## src/rtl/sdf_stage_ctrl.sv

```systemverilog
// rtl/sdf_stage_ctrl.sv - index/phase sequencer for one radix-2 SDF FFT pipeline stage
// Define SDF_CTRL_STATS_EN to add saturating frame_cnt/err_cnt outputs.
module sdf_stage_ctrl #(
  parameter int N_LOG2 = 4,
  parameter int STAGE  = 0
) (
  input  logic              clk,
  input  logic              clear,
  input  logic              in_valid,
  input  logic              in_sof,
  output logic              bf_sel,
  output logic              tw_en,
  output logic [N_LOG2-2:0] tw_addr,
  output logic              out_valid,
  output logic              out_sof,
  output logic              dl_clear,
  output logic              err,
  output logic              busy
`ifdef SDF_CTRL_STATS_EN
  ,
  output logic [15:0]       frame_cnt,
  output logic [7:0]        err_cnt
`endif
);

  localparam int D = 1 << (N_LOG2 - STAGE - 1);
  localparam logic [N_LOG2-1:0] D_V  = N_LOG2'(D);
  localparam logic [N_LOG2-1:0] D_M1 = N_LOG2'(D - 1);
  localparam logic [N_LOG2-1:0] LAST = '1;

  typedef enum logic [1:0] {S_IDLE, S_RUN, S_FLUSH} state_t;

  state_t            state_q, state_d;
  logic [N_LOG2-1:0] cnt_q, cnt_d;
  logic [N_LOG2-1:0] fcnt_q, fcnt_d;
  logic              inflight_q, inflight_d;
  logic              err_q, err_d;
  logic              dl_clear_q, dl_clear_d;
  logic              frame_inc;

  logic              run, flush, phase_hi, ge_d, ge_2d, wrap_pend;
  logic [N_LOG2-1:0] addr_full;

  // After a wrap the stage sits at cnt=0 with the previous frame's tail still
  // in the delay line; this cycle is either sample 0 of the next frame or the
  // first flush cycle, and both decode identically.
  assign run       = (state_q == S_RUN);
  assign flush     = (state_q == S_FLUSH);
  assign phase_hi  = (cnt_q & D_V) != '0;
  assign ge_d      = cnt_q >= D_V;
  assign ge_2d     = {1'b0, cnt_q} >= (N_LOG2+1)'(2 * D);
  assign wrap_pend = run && inflight_q && (cnt_q == '0);

  always_comb begin
    bf_sel    = run && phase_hi;
    tw_en     = (run && !phase_hi && (ge_2d || inflight_q)) || flush;
    addr_full = run ? ((cnt_q & D_M1) << STAGE) : (fcnt_q << STAGE);
    tw_addr   = tw_en ? addr_full[N_LOG2-2:0] : '0;
    out_valid = (run && ((in_valid && (ge_d || inflight_q)) || wrap_pend)) || flush;
    out_sof   = run && in_valid && (cnt_q == D_V);
    busy      = (state_q != S_IDLE);
    err       = err_q;
    dl_clear  = dl_clear_q;
  end

  always_comb begin
    state_d    = state_q;
    cnt_d      = cnt_q;
    fcnt_d     = fcnt_q;
    inflight_d = inflight_q;
    err_d      = 1'b0;
    dl_clear_d = 1'b0;
    frame_inc  = 1'b0;
    case (state_q)
      S_IDLE: begin
        cnt_d      = '0;
        fcnt_d     = '0;
        inflight_d = 1'b0;
        if (in_valid && in_sof) begin
          state_d = S_RUN;
          cnt_d   = N_LOG2'(1);
        end
      end
      S_RUN: begin
        if (wrap_pend) begin
          if (in_valid && in_sof) begin
            cnt_d = N_LOG2'(1);
          end else if (D == 1) begin
            state_d    = S_IDLE;
            inflight_d = 1'b0;
          end else begin
            state_d    = S_FLUSH;
            fcnt_d     = N_LOG2'(1);
            inflight_d = 1'b0;
          end
        end else if (!in_valid || in_sof) begin
          state_d    = S_IDLE;
          cnt_d      = '0;
          inflight_d = 1'b0;
          err_d      = 1'b1;
          dl_clear_d = 1'b1;
        end else begin
          cnt_d = cnt_q + N_LOG2'(1);
          if (cnt_q == LAST) begin
            inflight_d = 1'b1;
            frame_inc  = 1'b1;
          end
        end
      end
      S_FLUSH: begin
        if (fcnt_q == D_M1) begin
          state_d = S_IDLE;
          fcnt_d  = '0;
        end else begin
          fcnt_d = fcnt_q + N_LOG2'(1);
        end
      end
      default: begin
        state_d = S_IDLE;
        cnt_d   = '0;
        fcnt_d  = '0;
      end
    endcase
  end

  always_ff @(posedge clk) begin
    if (clear) begin
      state_q    <= S_IDLE;
      cnt_q      <= '0;
      fcnt_q     <= '0;
      inflight_q <= 1'b0;
      err_q      <= 1'b0;
      dl_clear_q <= 1'b0;
    end else begin
      state_q    <= state_d;
      cnt_q      <= cnt_d;
      fcnt_q     <= fcnt_d;
      inflight_q <= inflight_d;
      err_q      <= err_d;
      dl_clear_q <= dl_clear_d;
    end
  end

`ifdef SDF_CTRL_STATS_EN
  logic [15:0] frame_cnt_q, frame_cnt_d;
  logic [7:0]  err_cnt_q, err_cnt_d;

  always_comb begin
    frame_cnt_d = frame_cnt_q;
    err_cnt_d   = err_cnt_q;
    if (frame_inc && (frame_cnt_q != 16'hffff)) frame_cnt_d = frame_cnt_q + 16'd1;
    if (err_d && (err_cnt_q != 8'hff))          err_cnt_d   = err_cnt_q + 8'd1;
  end

  always_ff @(posedge clk) begin
    if (clear) begin
      frame_cnt_q <= '0;
      err_cnt_q   <= '0;
    end else begin
      frame_cnt_q <= frame_cnt_d;
      err_cnt_q   <= err_cnt_d;
    end
  end

  assign frame_cnt = frame_cnt_q;
  assign err_cnt   = err_cnt_q;
`else
  logic unused_frame_inc;
  assign unused_frame_inc = frame_inc;
`endif

endmodule

```

## config.mk

```make
export PLATFORM = sky130hd
export DESIGN_NAME = sdf_stage_ctrl
export DESIGN_NICKNAME = d
export VERILOG_FILES = /design/src/rtl/sdf_stage_ctrl.sv
export SDC_FILE = /design/constraint.sdc
export NUM_CORES = 1
export LEC_CHECK = 0
export BUFFER_PORTS_ARGS = -buffer_cell sky130_fd_sc_hd__buf_2
export CORE_MARGIN = 2
export CORE_UTILIZATION = 45
export DETAILED_ROUTE_END_ITERATION = 12
export GPL_TIMING_DRIVEN = 0
export HOLD_SLACK_MARGIN = 0.15
export PLACE_DENSITY_LB_ADDON = 0.08
export SYNTH_ARGS = -nofsm -noshare
export SYNTH_HDL_FRONTEND = slang
export SYNTH_SLANG_ARGS = --single-unit
```

## constraint.sdc

```tcl
create_clock -name clk -period 2.1 [get_ports clk]
set_input_delay 0.105 -clock clk [delete_from_list [all_inputs] [get_ports clk]]
set_output_delay 0.105 -clock clk [all_outputs]
set_load 0.01 [all_outputs]
```

# Word level (Yosys, flattened, before mapping)
# Cells that the tools add are included.
dict set report totals {
  register_bits 12
  in_bits 4
  elab_cells 72
}
dict set report op_classes {
  n_addsub 2
  order_cmp 1
  n_eq_ne 13
  mux 23
  bitwise_logic 2
  n_reduce_logical 26
}
# operator n
set ops {}
lappend ops {{2-to-1 mux 4 bit} 6}
lappend ops {{one-hot mux 4 bit (3 select lines)} 1}
lappend ops {{logical AND 1 bit} 10}
lappend ops {{2-to-1 mux 2 bit} 5}
lappend ops {{adder 4 x 1 -> 4 bit (second input constant)} 2}
lappend ops {{== test 4 bit (second input constant)} 2}
lappend ops {{one-hot mux 4 bit (2 select lines)} 1}
lappend ops {{2-to-1 mux 1 bit} 6}
lappend ops {{2-to-1 mux 3 bit} 2}
lappend ops {{one-hot mux 2 bit (3 select lines)} 1}
lappend ops {{logical OR 1 bit} 5}
lappend ops {{== test 4 x 3 -> 1 bit (second input constant)} 1}
lappend ops {{>= comparator 4 bit (second input constant)} 1}
lappend ops {{zero test 4 bit} 1}
lappend ops {{inequality test 2 x 1 -> 1 bit (second input constant)} 2}
lappend ops {{inequality test 2 bit (second input constant)} 2}
lappend ops {{inequality test 4 x 1 -> 1 bit (second input constant)} 1}
lappend ops {{AND reduction 2 bit} 2}
lappend ops {{AND reduction 4 bit} 1}
lappend ops {{nonzero test 2 bit} 2}
lappend ops {{inequality test 3 x 1 -> 1 bit (second input constant)} 1}
lappend ops {{inequality test 3 x 2 -> 1 bit (second input constant)} 1}
lappend ops {{inequality test 3 bit (second input constant)} 1}
lappend ops {{AND reduction 3 bit} 1}
lappend ops {{other kinds (7)} 9}

# Longest topological paths before layout
dict set report depth {
  ltp_word 6
  mapped_depth 7
}

# Least setup slack after synthesis
# OpenSTA, ideal clock, no wires.
dict set report synth_timing {
  path_type {reg-to-reg}
  start {register state_q[1]}
  end {register fcnt_q[2]}
  arrival_ps 1596
  required_time_ps 2030
  path_slack_ps 434
  path_stages_with_launch 8
  n_path_buf 1
  cell_sequence {dfxtp_1 -> inv_1 -> ha_1 -> buf_6 -> and3b_2 -> a31oi_4 -> or4b_1 -> a21oi_1}
}
dict set report synth_between {
  elab_chain_len 5
}
# item line
set synth_lines {}
lappend synth_lines {{start: declaration} 33} ;# state_t state_q, state_d;
lappend synth_lines {{start signal: assignment} 135} ;# state_q <= state_d;
lappend synth_lines {{== test 2 x 1 -> 1 bit} {47, 74}}
lappend synth_lines {{logical AND 1 bit (2 in series)} 52} ;# assign wrap_pend = run && inflight_q && (cnt_q == '0);
lappend synth_lines {{inequality test 2 x 1 -> 1 bit (no line)} --}
lappend synth_lines {{AND reduction 2 bit (no line)} --}
lappend synth_lines {{end signal: assignment} 137} ;# fcnt_q <= fcnt_d;
lappend synth_lines {{end: declaration} 35} ;# logic [N_LOG2-1:0] fcnt_q, fcnt_d;
# Several ways; a longest one is shown, not always the timed one.
# A chain may end at the register's enable or synchronous reset.

# Final worst setup path
dict set report layout_timing {
  start {register cnt_q[0]}
  end {register cnt_q[3]}
}
dict set report layout_between {
  elab_chain_len 4
}
# item line
set layout_lines {}
lappend layout_lines {{start: declaration} 34} ;# logic [N_LOG2-1:0] cnt_q, cnt_d;
lappend layout_lines {{start signal: assignment} 136} ;# cnt_q <= cnt_d;
lappend layout_lines {{adder 4 x 1 -> 4 bit or zero test 4 bit (tied branches)} {103, 52}}
lappend layout_lines {{2-to-1 mux 4 bit or logical AND 1 bit (tied branches)} {96, 52}}
lappend layout_lines {{2-to-1 mux 4 bit or inequality test 3 x 2 -> 1 bit (tied branches)} --}
lappend layout_lines {{one-hot mux 4 bit (3 select lines) or AND reduction 2 bit (tied branches)} --}
# Several ways; a longest one is shown, not always the timed one.

==> impl_metrics.env <==
export IMPL_outcome="finished clean"
export IMPL_grt_pass1_wl_um=3000
export IMPL_synthArstFlopShare=0
export IMPL_overflow=0
export IMPL_io_pins=14
export IMPL_seqPwrFrac=0.451
export IMPL_synth_edf_count=0
export IMPL_max_cap_viol_count=0
export IMPL_cp_required_ps=2250
export IMPL_synth_seq_cells=12
export IMPL_skew_ps=7.91
export IMPL_finalSetupTns_ps=0
export IMPL_ys_dominant_reg_cell="dfxtp_1"
export IMPL_p_int_uw=370
export IMPL_route_vias_total=827
export IMPL_synth_area_leaders="dfxtp_1 (28%), ha_1 (8.6%), mux2i_1 (5.8%)"
export IMPL_cts_max_level=1
export IMPL_place_hpwl_um=1420
export IMPL_die_x_um=48.0
export IMPL_ys_top_cells_by_count="dfxtp_1 (12), nor2_1 (11), nand2_1 (9)"
export IMPL_row_count=15
export IMPL_clockBufferDepth=2
export IMPL_synth_top_area_frac=0.276
export IMPL_rsz0062_at_grt="false"
export IMPL_cts_tree="built"
export IMPL_tightest_slew_ps=489
export IMPL_setup_viol=0
export IMPL_critical_path_top_delay_family="compound AO/OA/AOI/OAI gates"
export IMPL_fin_crit_sh=0.926
export IMPL_wl_per_cell_um=12.5
export IMPL_peakVddDrop_mv=0.440
export IMPL_slew_headroom=0.672
export IMPL_cts_repair_resized=0
export IMPL_drtPass1Iterations=4
export IMPL_cts_root_buf="clkbuf_4"
export IMPL_cts_buffers=3
export IMPL_grt_max_degree=11
export IMPL_routed_wl_um=1870
export IMPL_clkSinkCount=12
export IMPL_core_um2=1760
export IMPL_path_buf_inv=2
export IMPL_nFillCells=178
export IMPL_detail_route_vias_per_cell=5.55
export IMPL_floorplan_initialDensity=0.493
export IMPL_fin_nets=136
export IMPL_ys_types=38
export IMPL_p_per_area_nw_per_um2=543
export IMPL_syn_avg_cell_area_um2=8.05
export IMPL_cts_hold_buf=1
export IMPL_post_cts_buffers=0
export IMPL_insertion_delay_ps=270
export IMPL_worstHoldPathType="input port to flip-flop"
export IMPL_cts_clk_slew_worst_paths_ps=80
export IMPL_area_delta_synth_final_pct=14.2
export IMPL_dpl_cell_area_um2=961
export IMPL_dieArea_um2=2300
export IMPL_cp_slowest_cell="dfxtp_1"
export IMPL_post_route_util=0.563
export IMPL_p_leak_uw=0.000392
export IMPL_detail_route_iter0_violations=27
export IMPL_finalHoldWorstSlack_ps=174
export IMPL_netlist_instances=108
export IMPL_crit_type="flip-flop to flip-flop"
export IMPL_crit_fanout=7
export IMPL_diodes=0
export IMPL_antenna_found_initial=0
export IMPL_yosysSeqAreaShare=0.276
export IMPL_fmax_ghz=0.515
export IMPL_portBuffers=12
export IMPL_endpoint_kind="flip-flop"
export IMPL_final_area_um2=993
export IMPL_syn_nets=118
export IMPL_power_frac_comb=0.291
export IMPL_synth_cell_area_um2=870
export IMPL_switching_share=0.315
export IMPL_grt_usage=0.184
export IMPL_finalPower_uw=540
export IMPL_yosysWarnings=0
export IMPL_grt_pass1_vias=724
export IMPL_drc=0
export IMPL_slew_viol_final=0
export IMPL_post_synth_top_count_cell="dfxtp_1"
export IMPL_final_hold_violation_count=0
export IMPL_synth_top_area_cell="dfxtp_1"
export IMPL_p_clk_frac=0.258
export IMPL_post_route_min_period_ps=1940
export IMPL_drtAntennaViolNets=0
export IMPL_die_h_um=48.0
export IMPL_worstPathCellList="inv_1 -> ha_1 -> nor2b_1 -> buf_2 -> a31oi_1 -> a21boi_0 -> o22ai_1"
export IMPL_drive_gt1_frac=0.185
export IMPL_place_congestion=0.799
export IMPL_arrival_ps=2090
export IMPL_p_sw_uw=170
export IMPL_cpPeakStageDelay_ps=470
export IMPL_startpoint_type="flip-flop"
==> worst register-to-register path, stage by stage, from the launching register on <==
cell,delay (ps)
dfxtp_1,470
inv_1,80
ha_1,210
nor2b_1,120
buf_2,170
a31oi_1,440
a21boi_0,230
o22ai_1,100
==> flip-flops by register name, indices dropped and copies added (netlist names) <==
name,flops
cnt_q,4
dl_clear,1
fcnt_q,4
state_q,2
inflight_q,1
==> per-stage QoR <==
stage	setup slack, ps	cells
6_report	156	149
3_5_place_dp	221	145
5_1_grt	1.86	149
4_1_cts	196	149
3_3_place_gp	202	145
2_1_floorplan	434	108
==> cell usage in the layout (no fill, tap or decap), types with 2 or more instances in the layout <==
master    instances
buf_2            13
dfxtp_1          12
nor2_1           11
nand2_1           9
inv_1             7
o21ai_0           6
ha_1              6
mux2i_1           5
a21oi_1           5
nand2b_1          4
nor2b_1           4
nand3_1           4
nor3_1            3
a211oi_1          3
clkbuf_4          3
clkbuf_1          2
a31oi_1           2
or4b_1            2
o22ai_1           2
==> routing by layer <==
metal / wire, µm / track usage / share of wire / vias to the layer above
li1: - / - / - / 424
met4: 0 / 0.0432 / 0 / 0
met2: 907 / 0.307 / 0.49 / 19
met5: 0 / 0 / 0 / -
met1: 885 / 0.232 / 0.47 / 384
met3: 74 / 0.0566 / 0.040 / 0
==> cells by family (layout without fill, tap and decap cells) <==
| logic type | Yosys count | count (layout) | synth area share |
|---|---|---|---|
| flip-flops | 12 | 12 | 0.276 |
| multiplexers | 5 | 5 | 0.0576 |
| AO/OA/AOI/OAI | 27 | 27 | 0.223 |
| buffers and inverters | 12 | 28 | 0.0662 |
| adder cells (fa/ha/maj) | 6 | 6 | 0.0863 |
| AND/OR/NAND/NOR | 46 | 46 | 0.291 |
==> final timing paths <==
check | startpoint | to | slack, ps | cells past startpoint
worst min register to register | state_q[0] | state_q[0] | 500 | 2
worst max-delay path | cnt_q[0] | cnt_q[3] | 160 | 7
worst max register to register | cnt_q[0] | cnt_q[3] | 160 | 7
worst min-delay path | clear | state_q[0] | 170 | 3
==> power by group through the flow <==
stage               Clock [µW]  Sequential (µW)  Combinational, µW
floorplan                    0              248                120
global placement             0              248                156
detailed placement           0              248                156
CTS                        142              243                158
global route               154              244                174
finish                     139              243                157
==> area by class of cell <==
class                           count  area (µm²)  area share
Inverter                            7        26.3      0.0264
Sequential cell                    12         240       0.242
Buffer                              5        31.3      0.0315
Timing Repair Buffer               13        70.1      0.0705
Clock buffer                        3        22.5      0.0227
Multi-Input combinational cell     84         572       0.576
Tap cell                           25        31.3      0.0315
Power figures use the tool's default switching activity.
